==> src/rtl/uart_arb_pkg.sv <==
// Shared types and defaults for the two-requester UART TX arbiter.
package uart_arb_pkg;

  localparam int unsigned MAX_FRAME_BYTES_DEF = 64;
  localparam int unsigned CTS_SYNC_STAGES_DEF = 2;
  localparam int unsigned DATA_W              = 8;

  typedef enum logic {
    ARB_IDLE   = 1'b0,
    ARB_STREAM = 1'b1
  } arb_state_e;

  // One requester byte as seen by the arbiter mux.
  typedef struct packed {
    logic [DATA_W-1:0] data;
    logic              last;
  } req_beat_t;

endpackage

==> src/rtl/uart_tx_arbiter_if.sv <==
// Requester byte streams and the TX-core byte stream of the arbiter.
interface uart_tx_arbiter_if;
  import uart_arb_pkg::*;

  logic              req0_valid;
  logic [DATA_W-1:0] req0_data;
  logic              req0_last;
  logic              req0_ready;

  logic              req1_valid;
  logic [DATA_W-1:0] req1_data;
  logic              req1_last;
  logic              req1_ready;

  logic              tx_valid;
  logic [DATA_W-1:0] tx_data;
  logic              tx_ready;

  // master: the arbiter itself; slave: requesters plus the TX core.
  modport master (
    input  req0_valid, req0_data, req0_last,
    output req0_ready,
    input  req1_valid, req1_data, req1_last,
    output req1_ready,
    output tx_valid, tx_data,
    input  tx_ready
  );

  modport slave (
    output req0_valid, req0_data, req0_last,
    input  req0_ready,
    output req1_valid, req1_data, req1_last,
    input  req1_ready,
    input  tx_valid, tx_data,
    output tx_ready
  );

endinterface

==> src/rtl/uart_cts_sync.sv <==
// Multi-flop synchronizer for the asynchronous active-low CTS input.
module uart_cts_sync
  import uart_arb_pkg::*;
#(
  parameter int unsigned STAGES = CTS_SYNC_STAGES_DEF
) (
  input  logic clk,
  input  logic rst,
  input  logic cts_n,
  output logic cts_ok
);

  logic [STAGES-1:0] sync_q;

  // Flops reset to 1 so the link starts out as not clear-to-send.
  always_ff @(posedge clk or posedge rst) begin
    if (rst) begin
      sync_q <= '1;
    end else begin
      sync_q <= {sync_q[STAGES-2:0], cts_n};
    end
  end

  assign cts_ok = ~sync_q[STAGES-1];

endmodule

==> src/rtl/uart_tx_arbiter.sv <==
// Round-robin frame arbiter between two byte requesters feeding one UART TX core.
module uart_tx_arbiter
  import uart_arb_pkg::*;
#(
  parameter int unsigned MAX_FRAME_BYTES = MAX_FRAME_BYTES_DEF,
  parameter int unsigned CTS_SYNC_STAGES = CTS_SYNC_STAGES_DEF
) (
  input  logic                                     clk,
  input  logic                                     rst,
  uart_tx_arbiter_if.master                        bus,
  input  logic                                     uart_cts_n,
  output logic                                     grant_id,
  output logic                                     frame_active,
  output logic                                     frame_abort,
  output logic [$clog2(MAX_FRAME_BYTES+1)-1:0]     byte_count
);

  localparam int unsigned          CNT_W    = $clog2(MAX_FRAME_BYTES + 1);
  localparam logic [CNT_W-1:0]     CNT_LAST = CNT_W'(MAX_FRAME_BYTES - 1);

  arb_state_e        state_q, state_d;
  logic              grant_q, grant_d;
  logic              last_grant_q, last_grant_d;
  logic              tx_valid_q, tx_valid_d;
  logic [DATA_W-1:0] tx_data_q, tx_data_d;
  logic [CNT_W-1:0]  count_q, count_d;
  logic              abort_q, abort_d;

  logic              cts_ok;
  logic              stream_ready;
  logic              sel_valid;
  req_beat_t         sel;
  logic              accept;

  uart_cts_sync #(
    .STAGES (CTS_SYNC_STAGES)
  ) u_cts_sync (
    .clk    (clk),
    .rst    (rst),
    .cts_n  (uart_cts_n),
    .cts_ok (cts_ok)
  );

  always_ff @(posedge clk or posedge rst) begin
    if (rst) begin
      state_q      <= ARB_IDLE;
      grant_q      <= 1'b0;
      last_grant_q <= 1'b1;
      tx_valid_q   <= 1'b0;
      tx_data_q    <= '0;
      count_q      <= '0;
      abort_q      <= 1'b0;
    end else begin
      state_q      <= state_d;
      grant_q      <= grant_d;
      last_grant_q <= last_grant_d;
      tx_valid_q   <= tx_valid_d;
      tx_data_q    <= tx_data_d;
      count_q      <= count_d;
      abort_q      <= abort_d;
    end
  end

  // Grant selection, frame tracking and output-register load/drain.
  always_comb begin
    state_d      = state_q;
    grant_d      = grant_q;
    last_grant_d = last_grant_q;
    tx_valid_d   = tx_valid_q;
    tx_data_d    = tx_data_q;
    count_d      = count_q;
    abort_d      = 1'b0;
    stream_ready = 1'b0;
    accept       = 1'b0;

    sel_valid = grant_q ? bus.req1_valid : bus.req0_valid;
    sel       = grant_q ? req_beat_t'{data: bus.req1_data, last: bus.req1_last}
                        : req_beat_t'{data: bus.req0_data, last: bus.req0_last};

    if (tx_valid_q && bus.tx_ready) begin
      tx_valid_d = 1'b0;
    end

    case (state_q)
      ARB_IDLE: begin
        if (bus.req0_valid || bus.req1_valid) begin
          grant_d = (bus.req0_valid && bus.req1_valid) ? ~last_grant_q : bus.req1_valid;
          count_d = '0;
          state_d = ARB_STREAM;
        end
      end
      ARB_STREAM: begin
        // CTS only gates new loads; a held byte still drains on tx_ready.
        stream_ready = cts_ok & (~tx_valid_q | bus.tx_ready);
        accept       = stream_ready & sel_valid;
        if (accept) begin
          tx_valid_d = 1'b1;
          tx_data_d  = sel.data;
          count_d    = count_q + CNT_W'(1);
          if (sel.last) begin
            state_d      = ARB_IDLE;
            last_grant_d = grant_q;
          end else if (count_q == CNT_LAST) begin
            abort_d      = 1'b1;
            state_d      = ARB_IDLE;
            last_grant_d = grant_q;
          end
        end
      end
    endcase
  end

  assign bus.req0_ready = stream_ready & ~grant_q;
  assign bus.req1_ready = stream_ready &  grant_q;
  assign bus.tx_valid   = tx_valid_q;
  assign bus.tx_data    = tx_data_q;
  assign grant_id       = grant_q;
  assign frame_active   = (state_q == ARB_STREAM);
  assign frame_abort    = abort_q;
  assign byte_count     = count_q;

endmodule

==> src/flat_wrapper.sv <==
// flat-port wrapper written by rule: the top's interface ports become plain ports
module uart_tx_arbiter_flat import uart_arb_pkg::*;
#(
  parameter int unsigned MAX_FRAME_BYTES = MAX_FRAME_BYTES_DEF,
  parameter int unsigned CTS_SYNC_STAGES = CTS_SYNC_STAGES_DEF
)
  (clk, rst, uart_cts_n, grant_id, frame_active, frame_abort, byte_count, bus_req0_valid, bus_req0_data, bus_req0_last, bus_req0_ready, bus_req1_valid, bus_req1_data, bus_req1_last, bus_req1_ready, bus_tx_valid, bus_tx_data, bus_tx_ready);
  uart_tx_arbiter_if bus_i ();
  input  logic clk;
  input  logic rst;
  input  logic uart_cts_n;
  output logic grant_id;
  output logic frame_active;
  output logic frame_abort;
  output logic [$clog2(MAX_FRAME_BYTES+1)-1:0] byte_count;
  input wire logic [$bits(bus_i.req0_valid)-1:0] bus_req0_valid;
  input wire logic [$bits(bus_i.req0_data)-1:0] bus_req0_data;
  input wire logic [$bits(bus_i.req0_last)-1:0] bus_req0_last;
  output wire logic [$bits(bus_i.req0_ready)-1:0] bus_req0_ready;
  input wire logic [$bits(bus_i.req1_valid)-1:0] bus_req1_valid;
  input wire logic [$bits(bus_i.req1_data)-1:0] bus_req1_data;
  input wire logic [$bits(bus_i.req1_last)-1:0] bus_req1_last;
  output wire logic [$bits(bus_i.req1_ready)-1:0] bus_req1_ready;
  output wire logic [$bits(bus_i.tx_valid)-1:0] bus_tx_valid;
  output wire logic [$bits(bus_i.tx_data)-1:0] bus_tx_data;
  input wire logic [$bits(bus_i.tx_ready)-1:0] bus_tx_ready;
  assign bus_i.req0_valid = bus_req0_valid;
  assign bus_i.req0_data = bus_req0_data;
  assign bus_i.req0_last = bus_req0_last;
  assign bus_req0_ready = bus_i.req0_ready;
  assign bus_i.req1_valid = bus_req1_valid;
  assign bus_i.req1_data = bus_req1_data;
  assign bus_i.req1_last = bus_req1_last;
  assign bus_req1_ready = bus_i.req1_ready;
  assign bus_tx_valid = bus_i.tx_valid;
  assign bus_tx_data = bus_i.tx_data;
  assign bus_i.tx_ready = bus_tx_ready;
  uart_tx_arbiter #(.MAX_FRAME_BYTES(MAX_FRAME_BYTES), .CTS_SYNC_STAGES(CTS_SYNC_STAGES)) u_core (.clk(clk), .rst(rst), .bus(bus_i), .uart_cts_n(uart_cts_n), .grant_id(grant_id), .frame_active(frame_active), .frame_abort(frame_abort), .byte_count(byte_count));
endmodule
==> config.mk <==
export PLATFORM = sky130hd
export DESIGN_NAME = uart_tx_arbiter_flat
export DESIGN_NICKNAME = d
export VERILOG_FILES = /design/src/rtl/uart_arb_pkg.sv /design/src/rtl/uart_tx_arbiter_if.sv /design/src/rtl/uart_cts_sync.sv /design/src/rtl/uart_tx_arbiter.sv /design/src/flat_wrapper.sv
export SDC_FILE = /design/constraint.sdc
export NUM_CORES = 1
export LEC_CHECK = 0
export ABC_AREA = 0
export CORE_MARGIN = 4
export CORE_UTILIZATION = 29
export CTS_BUF_LIST = sky130_fd_sc_hd__clkbuf_4 sky130_fd_sc_hd__clkbuf_8
export DETAILED_ROUTE_END_ITERATION = 12
export GPL_TIMING_DRIVEN = 1
export SETUP_SLACK_MARGIN = 0.02
export SLEW_MARGIN = 10
export SYNTH_ARGS = -nofsm -noshare
export SYNTH_HDL_FRONTEND = slang
export SYNTH_HIERARCHICAL = 1
export SYNTH_SLANG_ARGS = --single-unit
==> constraint.sdc <==
create_clock -name clk -period 2 [get_ports clk]
set_clock_uncertainty 0.05 [all_clocks]
set_input_delay 0.6 -clock clk [delete_from_list [all_inputs] [get_ports clk]]
set_output_delay 0.6 -clock clk [all_outputs]
set_load 0.01 [all_outputs]
==> summary.md <==
| Metric | Value |
|---|---|
| Die Y | 69.8 um |
| Sequential cell area | 557 um2 |
| FILL cells | 357 |
| Reg2Reg Launch Point | u_core/grant_id |
| Max cap viols | 0 |
| CP required | 1.35 ns |
| Crit share post-route | 96.8% |
| Slew @ Worst Pin | 0.348 ns |
| Final setup vio count | 0 |
| Antenna diode count | 0 |
| Dpl hpwl | 2.26 mm |
| Pwr dens | 1150 nW/um2 |
| Syn Inst Count | 111 |
| Total grt overflow | 0 |
| Die Width | 69.8 um |
| Most used DFF post-synth | dfrtp_1 |
| Maximum vdd drop | 0.000559 V |
| Min Tclk post-route | 1.94 ns |
| Post-Syn Area | 1110 um2 |
| Total core area | 3690 um2 |
| Hold_sp | u_core/u_cts_sync/sync_q[0] |
| EDFF count, synth | 0 |
| Placed Instances | 212 |
| H-tree depth | 1 |
| Routed via count | 1062 |
| IO buf count | 44 |
| YS warnings | 6 |
| Die area | 4870 um2 |
| CTS tree | done |
| Crit path launch | u_core/u_cts_sync/sync_q[1] |
| Hold Worst Slack | 0.309 ns |
| Vias in the first global route | 1075 |
| Clk_lat worst skew | 0.26 ns |
| Worst EP arrival | 1.29 ns |
| DR DRC count | 0 |
| Total CTS buffers | 3 |
| WL/cell | 12.8 um |
| Crit Path Category | reg2out |
| Worst-path maximum fanout | 3 |
| CTS clock-pin slew for the worst setup and hold paths | 0.07 ns |
| ANT nets after route | 0 |
| Multi-input gate area | 517 um2 |
| Ratio of cells with drive above 1 in the final layout | 18.3% |
| Initial core utilization | 30.0% |
| Total power | 0.00200 W |
| Cts-stage hold buffer count | 0 |
| Seq/Total Area, Yosys | 50.1% |
| Number of library cell types mapped by synthesis | 31 |
| Global-route wire length before repair | 4.63 mm |
| Slew headroom | 76.5% |
| DR pass1 iterations | 4 |
| Clk buf depth | 2 |
| Setup crit end kind | output port |
| Initial drt markers | 44 |
| Flop2flop setup slack | 0.20 ns |
| Fin. Hold Viols | 0 |
| Final nets | 195 |
| Row cnt | 22 |
| Fin util | 47.5% |
| RD Place Congestion | 0.779 |
| CP Launch Type | flip-flop |
| Synthesized flop and latch total | 22 |
| Syn Nets | 136 |
| Worst Hold Class | reg2reg |
| Syn avg cell area | 9.98 um2 |
| Routed Wire Length | 2.78 mm |
| Count of clock tree sinks | 22 |
| Unrepaired setup endpoints after global routing | no |
| Fin cells | 217 |
| Ports | 45 |
| Largest net degree at the start of global routing | 13 |
| Slew Viols, Final | 0 |
| Vias/cell | 4.89 |
| Status | completed |
| Root buf cell | clkbuf_8 |
| Post-synth ARST share | 100% |
| GRT Util Overall | 11.8% |
| Initial antenna violation count | 0 |
| Layout area overhead | 58.1% |
| Fmax | 517 MHz |
| Static Leakage | 0.784 nW |
[critical path, stage by stage (launching register included)]
cell	delay (ns)
dfstp_2	0.52
inv_1	0.03
and2_1	0.17
and3_4	0.19
buf_6	0.11
[flip-flops by register name, indices dropped and copies added (netlist names)]
name and count:
u_core/byte_count 7, u_core/grant_id 1, u_core/u_cts_sync/sync_q 2, u_core/frame_active 1, u_core/bus.tx_data 8, u_core/frame_abort 1, u_core/last_grant_q 1, u_core/bus.tx_valid 1
[final timing paths]
path                                               end  depth (start not counted)
min in group asynchronous          u_core/bus.tx_valid                          2
hold / removal             u_core/u_cts_sync/sync_q[1]                          0
setup / recovery                        bus_req1_ready                          4
setup reg to reg                  u_core/byte_count[3]                          6
hold reg to reg            u_core/u_cts_sync/sync_q[1]                          0
max in group asynchronous          u_core/last_grant_q                          3
[Yosys cell counts, drive strengths merged (2+ instances only)]
cell	n	share of area [%]
clkbuf	3	1.0
nor2	3	1.0
a31oi	3	1.7
nand3	5	2.3
mux2	2	2.7
a21oi	2	0.90
nand2	21	7.1
mux2i	10	9.0
and3	2	1.6
a21o	2	1.4
o21ai	13	5.9
dfstp	3	7.1
inv	4	1.4
dfrtp	19	43
o211ai	2	1.4
buf	2	2.0
nor2b	2	1.1
[cell type report]
cell class / count / share of cell area [%]
Sequential cell: 22 / 31.8
Timing Repair Buffer: 59 / 31.2
Multi-Input combinational cell: 80 / 29.5
Tap cell: 48 / 3.43
Clock buffer: 4 / 3.15
Inverter: 4 / 0.858
[through the flow]
stage	worst slack, ns	setup TNS, ns	area [um2]
floorplan	0.201	0	1110
global placement	-0.558	-2.04	1680
global route	0.0201	0	1750
detailed placement	-0.545	-2.14	1680
CTS	0.0436	0	1750
finish	0.0648	0	1750
[power breakdown]
group | internal, W | leakage, nW | switching, W | total, W
clock network | 0.000176 | 0.0288 | 0.000140 | 0.000316
registers | 0.000601 | 0.268 | 0.000124 | 0.000726
logic | 0.000549 | 0.488 | 0.000415 | 0.000964
total | 0.00133 | 0.784 | 0.000679 | 0.00200
[layout by cell type (no fill, tap or decap), types with 2 or more instances in the layout]
master,instances
mux2i_1,10
a31oi_1,3
mux2_4,2
and3_4,2
o211ai_1,2
nand2_1,21
nand3_1,5
inv_1,4
nor2b_1,2
dfstp_2,3
dlygate4sd2_1,2
buf_4,15
o21ai_0,13
dfrtp_2,2
nor2_1,3
clkdlybuf4s50_1,40
dfrtp_1,17
clkbuf_8,4
a21o_1,2
a21oi_1,2
[timing repair]
action / in CTS / in global routing
buffers inserted: 1 / 0
setup endpoints to repair: 3 / 2
endpoints found under the hold margin: 0 / 0
gates cloned: 0 / 0
resized for setup: 14 / 2
pin swaps: 0 / 0
[cell families after synthesis]
logic type	count (synthesis)	synth area share (%)
adder cells (fa/ha/maj)	1	1.13
buffers and inverters	9	4.41
multiplexers	12	11.8
flip-flops	22	50.1
AND/OR/NAND/NOR	40	17.5
AO/OA/AOI/OAI	27	15.1
[routing by layer]
metal | wire length (um) | GRT usage, % | up-vias
met1 | 1180 | 13.0 | 495
met3 | 271 | 5.36 | 5
li1 | - | - | 509
met5 | 0 | 0 | -
met4 | 55 | 5.74 | 0
met2 | 1270 | 19.0 | 53
Note: power is estimated with default switching activity, not from simulation.
